`src/rtl/term_stream_encoder.sv`:
```
// term_stream_encoder: splits each operand into MSB-first power-of-two terms under a term budget.
// Optional macro TERM_STREAM_SIGNED_EN: two's-complement operands, magnitude streamed with a term_sign port.
module term_stream_encoder #(
    parameter int DATA_WIDTH = 8,
    parameter int MAX_TERMS  = 3,
    parameter int EXP_WIDTH  = $clog2(DATA_WIDTH),
    parameter int CNT_WIDTH  = 16
) (
    input  logic                  clk,
    input  logic                  reset,
    input  logic                  in_valid,
    output logic                  in_ready,
    input  logic [DATA_WIDTH-1:0] in_data,
    output logic                  term_valid,
    input  logic                  term_ready,
    output logic [EXP_WIDTH-1:0]  term_exp,
    output logic                  term_zero,
    output logic                  term_last,
    output logic                  term_trunc,
`ifdef TERM_STREAM_SIGNED_EN
    output logic                  term_sign,
`endif
    output logic [CNT_WIDTH-1:0]  trunc_count
);
    localparam int TW = $clog2(MAX_TERMS + 1);
    localparam logic [TW-1:0] LAST_TERM = TW'(MAX_TERMS - 1);

    typedef enum logic {IDLE, EMIT} state_t;

    state_t                r_state;
    logic [DATA_WIDTH-1:0] r_res;
    logic [TW-1:0]         r_cnt;
    logic                  r_ready;
    logic [DATA_WIDTH-1:0] w_clr;
    logic [DATA_WIDTH-1:0] w_mag;
    logic [EXP_WIDTH-1:0]  w_exp;
    logic                  w_emit;
    logic                  w_budget;
    logic                  w_accept;
    logic                  w_fire;

`ifdef TERM_STREAM_SIGNED_EN
    assign w_mag = in_data[DATA_WIDTH-1] ? -in_data : in_data;
`else
    assign w_mag = in_data;
`endif

    // Locate the highest set residual bit and form the residual with it removed
    always_comb begin
        w_exp = '0;
        for (int i = 0; i < DATA_WIDTH; i++)
            if (r_res[i]) w_exp = EXP_WIDTH'(i);
        w_clr = r_res;
        w_clr[w_exp] = 1'b0;
    end

    assign w_emit     = r_state == EMIT;
    assign w_budget   = r_cnt == LAST_TERM;
    assign w_accept   = r_state == IDLE && in_valid && r_ready;
    assign w_fire     = w_emit && term_ready;
    assign in_ready   = r_ready;
    assign term_valid = w_emit;
    assign term_exp   = w_emit ? w_exp : '0;
    assign term_zero  = w_emit && r_res == '0;
    assign term_last  = w_emit && (w_clr == '0 || w_budget);
    assign term_trunc = w_emit && w_budget && w_clr != '0;

    // Operand capture, per-beat residual/counter update and truncation tally
    always_ff @(posedge clk or posedge reset) begin
        if (reset) begin
            r_state     <= IDLE;
            r_res       <= '0;
            r_cnt       <= '0;
            r_ready     <= 1'b0;
            trunc_count <= '0;
        end else begin
            r_ready <= !w_emit;
            if (w_accept) begin
                r_state <= EMIT;
                r_res   <= w_mag;
                r_cnt   <= '0;
                r_ready <= 1'b0;
            end else if (w_fire) begin
                r_res <= w_clr;
                r_cnt <= r_cnt + 1'b1;
                if (term_last) begin
                    r_state <= IDLE;
                    r_ready <= 1'b1;
                    if (term_trunc && !(&trunc_count)) trunc_count <= trunc_count + 1'b1;
                end
            end
        end
    end

`ifdef TERM_STREAM_SIGNED_EN
    // Sign is latched at accept and held across all beats of the operand
    always_ff @(posedge clk or posedge reset) begin
        if (reset) term_sign <= 1'b0;
        else if (w_accept) term_sign <= in_data[DATA_WIDTH-1];
    end
`endif
endmodule

```
`config.mk`:
```
export PLATFORM = sky130hd
export DESIGN_NAME = term_stream_encoder
export DESIGN_NICKNAME = d
export VERILOG_FILES = /design/src/rtl/term_stream_encoder.sv
export SDC_FILE = /design/constraint.sdc
export NUM_CORES = 1
export LEC_CHECK = 0
export CAP_MARGIN = 5
export CORE_AREA = 4 4 64 66
export CTS_CLUSTER_SIZE = 12
export DETAILED_ROUTE_END_ITERATION = 16
export DIE_AREA = 0 0 68 70
export PLACE_DENSITY_LB_ADDON = 0.1
export SETUP_SLACK_MARGIN = 0.05
export SLEW_MARGIN = 20
export SYNTH_ARGS = -nofsm -noshare
export SYNTH_HDL_FRONTEND = slang
export SYNTH_SLANG_ARGS = --single-unit
```
`constraint.sdc`:
```
create_clock -name clk -period 2.4 [get_ports clk]
set_clock_uncertainty 0.1 [all_clocks]
set_input_delay 0.6 -clock clk [delete_from_list [all_inputs] [get_ports clk]]
set_output_delay 0.6 -clock clk [all_outputs]
set_load 0.005 [all_outputs]
```
==> flow_summary.yaml, run 1 <==
setup_path:
  worstPathRequired_ps: 1700
  startpoint_type: "register"
  crit_start: "r_res[5]"
  rr_endpoint: "trunc_count[1]"
  r2r_slack_ps: 100
  crit_end: "term_trunc"
  crit_type: "reg2out"
  r2r-start: "r_res[5]"
  critical_path.max_fanout: 3
  endpoint_kind: "output pin"
  crit_arrival_ps: 2140
  ff2ff_path_depth: 8
synth:
  syn_area_sq_um: 1480
  synthTopCellsByArea: "dfrtp_1 47%, xnor2_1 8.3%, nand2_1 5.3%, o21ai_0 3.7%, and3_1 3.4%"
  netlist.top_cell.by_area: "dfrtp_1"
  yosysSeqAreaShare_pct: 47.3
  syn_area_per_cell_sq_um: 9.75
  synth_top_area_share_pct: 47.3
  syn_nets: 166
  ys_types: 35
  syn_inst: 152
  yosys_warnings: 0
  synth-seq-cells: 28
clocking:
  clkTransAtPathRegs_ps: 140
  clockBufferDepth: 2
  cts_made_buffers: 3
  cts_tree: "yes"
  clock-root-buffer: "clkbuf_4"
  cts_hold_buf: 0
  insertion_delay_ps: 320
  cts.sinks: 28
  htree_levels: 1
drt:
  vias: 1354
  drc: 0
  wirelength_um: 3660
  final_antenna_net_count: 0
  vias_per_cell: 5.29
  drt_iter0_drc: 70
  wl_per_cell_um: 14.3
  firstDrtPassIters: 4
grt:
  antenna_found_initial: 0
  grt_pass1_wl_um: 6260
  overflow: 0
  grt_start_max_net_pins: 29
  grt_usage_pct: 16.6
  grt_pass1_vias: 1360
timing:
  fmax_mhz: 353
  worst_slew_pin_slew_ps: 361
  finalMaxSlewViolations: 0
  rsz0062_at_grt: "yes"
  setup_ws_ps: -436
  min_period_ps: 2840
  hold_ws_ps: 408
  final_hold_viol_count: 0
  relSlewSlack_pct: 75.9
  period_share_pct: 118
  setup_viol: 4
run_status:
  status: "finished, violations left"
  violations: "setup timing"
floorplan:
  die_y_um: 70
  row_count: 22
  io_pins: 36
  dieArea_sq_um: 4760
  coreArea_sq_um: 3580
  start_util_pct: 41.4
  die_w_um: 68
hold_path:
  hp-class: "reg2reg"
cells_and_area:
  diodes: 0
  layout.nets: 223
  areaGrowthSynthToFinish_pct: 44.9
  fin_util_pct: 60.0
  fin_cells: 256
  drive_above_1_share_pct: 22.6
  final_common_cell: "clkdlybuf4s50_1"
  final_cell_mix: "29 x clkdlybuf4s50_1, 28 x dfrtp_1, 21 x nand2_1, 21 x buf_4, 14 x xnor2_1"
power:
  ir_drop_v: 0.000722
  powerDensity_nw_per_um2: 1170
  leakagePower_nw: 0.968
placement:
  place_inst: 249
  place_congestion: 0.814
  dp.final_hpwl_um: 2600
  port_buffers: 35
  place_ws_ps: -413
flow_run:
  drv_cap: 0
==> layer usage <==
metal | track usage (%) | vias up | share of wire, %
met5 | 0 | - | 0
met4 | 4.64 | 0 | 0.57
met3 | 2.41 | 2 | 3.7
met2 | 25.4 | 30 | 48
met1 | 24.2 | 666 | 48
li1 | - | 656 | -
==> worst min-delay path by stage <==
stage	startpoint	to	slack [ps]	cells past startpoint
5_1_grt	trunc_count[5]	trunc_count[5]	430	1
2_1_floorplan	r_cnt[0]	r_cnt[0]	360	1
3_3_place_gp	trunc_count[5]	trunc_count[5]	370	1
4_1_cts	r_cnt[0]	r_cnt[0]	410	1
6_report	r_cnt[0]	r_cnt[0]	410	1
3_5_place_dp	r_cnt[0]	r_cnt[0]	390	1
==> metrics by stage <==
| step | power [mW] | instance area [sq um] | setup TNS, ps |
|---|---|---|---|
| floorplan | 1.39 | 1490 | -43.4 |
| global placement | 1.99 | 2020 | -1060 |
| detailed placement | 2.03 | 2020 | -1090 |
| CTS | 2.53 | 2140 | -1560 |
| global route | 2.71 | 2150 | -1790 |
| finish | 2.52 | 2150 | -1430 |
==> synthesized netlist by cell type (all sizes together) <==
cell,count
a211oi,1
a21oi,3
and2,3
and3,8
and4,2
and4b,1
buf,1
clkbuf,4
dfrtp,28
ha,2
inv,4
maj3,1
mux2,1
nand2,21
nand2b,2
nand3,11
nand4,9
nor2,5
nor2b,4
nor3,4
nor4b,1
o21ai,12
o22a,1
o22ai,1
o2bb2ai,1
o311ai,3
o31a,1
or3,1
or4,1
xnor2,14
xor2,1
==> final cells by class <==
class	instances	area, sq um
Clock buffer	3	22.5
Clock inverter	1	30.0
Fill cell	326	1430
Inverter	4	15.0
Multi-Input combinational cell	115	813
Sequential cell	28	701
Tap cell	48	60.1
Timing Repair Buffer	57	507
==> report_power, final <==
part           internal (mW)  switching [mW]
Clock                  0.169           0.139
Sequential             0.586           0.105
Combinational          0.818           0.707
Total                   1.57           0.951
==> state kept, by name, summed over array words and instances, names as in the netlist <==
signal	count
r_cnt	2
in_ready	1
term_valid	1
trunc_count	16
r_res	8
==> cell families (layout without fill, tap and decap cells) <==
logic type                 after synthesis  count (layout)  synth area share [%]
AOI/OAI and AO/OA                       23              23                  10.1
xor gates and xnor gates                15              15                  8.86
adders and majority gates                3               3                  2.36
buffers and inverters                    9              65                  2.78
DFF                                     28              28                  47.3
muxes                                    1               1                 0.759
and+or+nand+nor                         73              73                  27.8
==> critical path: stages, from the launching register on <==
cell and delay, ps:
dfrtp_1 410, or4_4 550, nand2b_4 180, a211oi_2 180, o21ai_2 100, buf_4 140
and3_4 160, buf_6 110
==> timing repair <==
item | 4_1_cts | 5_1_grt
pin swaps | 4 | 5
gates cloned | 0 | 0
buffers inserted | 4 | 1
gates resized for setup | 27 | 7
endpoints found under the setup margin | 6 | 12
(Power assumes the default switching activity.)
==> run 2: changes to the inputs <==
Settings changed: REMOVE_ABC_BUFFERS from default to 1.
==> flow_summary.yaml, run 2 (synthesis results as in run 1) <==
timing:
  relSlewSlack_pct: 73.0
  fmax_mhz: 355
  final_hold_viol_count: 0
  setup-tns-final_ps: -1560
  setup_viol: 5
  finalMaxSlewViolations: 0
  min_period_ps: 2810
  period_share_pct: 117
  rsz0062_at_grt: "yes"
  setup_ws_ps: -415
  worst_slew_pin_slew_ps: 404
cells_and_area:
  final_cell_mix: "30 x clkdlybuf4s50_1, 27 x dfrtp_1, 20 x nand2_1, 20 x buf_4, 13 x xnor2_1"
  areaGrowthSynthToFinish_pct: 44.6
  seqCellArea_sq_um: 702
  finalInstanceArea_sq_um: 2140
  layout.nets: 222
  nFillCells: 324
  diodes: 0
  fin_util_pct: 59.9
  top_regs: "trunc_count x16, r_res x8, r_cnt x2"
  fin_cells: 255
  top_register: "trunc_count"
  drive_above_1_share_pct: 24.2
  largest_reg_flops: 16
  final_common_cell: "clkdlybuf4s50_1"
  multi_input_comb_area_sq_um: 818
placement:
  placed_cell_area_sq_um: 1950
  dp.final_hpwl_um: 2530
  place_congestion: 0.814
  port_buffers: 35
  place_ws_ps: -510
  place_inst: 241
drt:
  vias_per_cell: 5.18
  wl_per_cell_um: 13.9
  drt_iter0_drc: 62
  firstDrtPassIters: 6
  final_antenna_net_count: 0
  vias: 1322
  drc: 0
  wirelength_um: 3540
clocking:
  htree_levels: 1
  clkTransAtPathRegs_ps: 160
  cts_hold_buf: 0
  insertion_delay_ps: 340
  clock-root-buffer: "clkbuf_4"
  cts_made_buffers: 3
  cts_tree: "yes"
  clockBufferDepth: 2
  cts.sinks: 28
flow_run:
  drv_cap: 0
floorplan:
  die_y_um: 70
  io_pins: 36
  start_util_pct: 41.4
  die_w_um: 68
  coreArea_sq_um: 3580
  row_count: 22
  dieArea_sq_um: 4760
power:
  ir_drop_v: 0.000883
  leakagePower_nw: 0.962
  powerDensity_nw_per_um2: 1160
setup_path:
  crit_end: "term_last"
  cpPeakStageDelay_ps: 580
  crit_arrival_ps: 2110
  cp.depth: 7
  ff2ff_path_depth: 7
  crit_buf_inv: 1
  cp_slowest_cell: "or4_4"
  r2r_slack_ps: 190
  rr_endpoint: "trunc_count[1]"
  worstPathRequired_ps: 1700
  endpoint_kind: "output pin"
  crit_start: "r_res[4]"
  crit_type: "reg2out"
  r2r-start: "r_res[4]"
  critical_path.top_delay_family: "simple AND/OR/NAND/NOR gates"
  critical_path.max_fanout: 4
  startpoint_type: "register"
  path_cells: "or4_4 > nand2b_4 > a211oi_2 > o21ai_2 > nor2b_4 > nor2b_1 > buf_2"
run_status:
  violations: "setup timing"
  status: "finished, violations left"
grt:
  antenna_found_initial: 0
  grt_usage_pct: 16.6
  grt_pass1_wl_um: 6280
  grt_pass1_vias: 1347
  grt_start_max_net_pins: 29
  overflow: 0
hold_path:
  hold_depth: 1
  hp-class: "reg2reg"
==> run 2: timing repair <==
action | CTS | global route
pin swaps | 8 | 1
resized for setup | 36 | 6
setup buffers | 12 | 4
gates cloned | 0 | 0
setup endpoints to repair | 6 | 22
==> run 2: worst min-delay path by stage <==
| stage | slack, ps | to | from |
|---|---|---|---|
| CTS | 410 | r_cnt[0] | r_cnt[0] |
| global route | 420 | r_cnt[0] | r_cnt[0] |
| detailed placement | 380 | trunc_count[5] | trunc_count[5] |
| floorplan | 360 | r_cnt[0] | r_cnt[0] |
| global placement | 390 | r_cnt[0] | r_cnt[0] |
| finish | 400 | trunc_count[5] | trunc_count[5] |
==> run 2: area by class of cell <==
type | instances | area share (%)
multi-input combinational | 115 | 38.2
sequential | 28 | 32.7
timing repair buffer | 56 | 23.1
tap | 48 | 2.80
clock inverter | 1 | 1.40
clock buffer | 3 | 1.05
inverter | 4 | 0.701
==> run 2: where the power goes <==
part	switching (mW)	leakage (nW)	internal (mW)
sequential	0.117	0.373	0.586
clock	0.151	0.0279	0.169
combinational	0.671	0.562	0.794
total	0.939	0.962	1.55
==> run 2: worst reg2reg max path, stage by stage (launching register included) <==
cell	delay, ps
dfrtp_1	410
or4_4	580
nand2b_4	180
a211oi_2	180
o21ai_2	90
buf_4	210
nand3_4	90
mux2_4	300
==> run 2: per-stage QoR <==
step	total power [mW]	hold WS, ps
2_1_floorplan	1.30	361
3_3_place_gp	1.85	385
3_5_place_dp	1.89	384
4_1_cts	2.71	409
5_1_grt	2.69	423
6_report	2.49	402
==> run 2: metal layers <==
| layer | part of all wire (%) | up-vias | global-route usage [%] | wire length [um] |
|---|---|---|---|---|
| met4 | 1.1 | 0 | 3.97 | 38 |
| li1 | - | 658 | - | - |
| met1 | 47 | 639 | 23.5 | 1670 |
| met2 | 49 | 21 | 26.2 | 1720 |
| met5 | 0 | - | 0 | 0 |
| met3 | 3.2 | 4 | 2.41 | 112 |
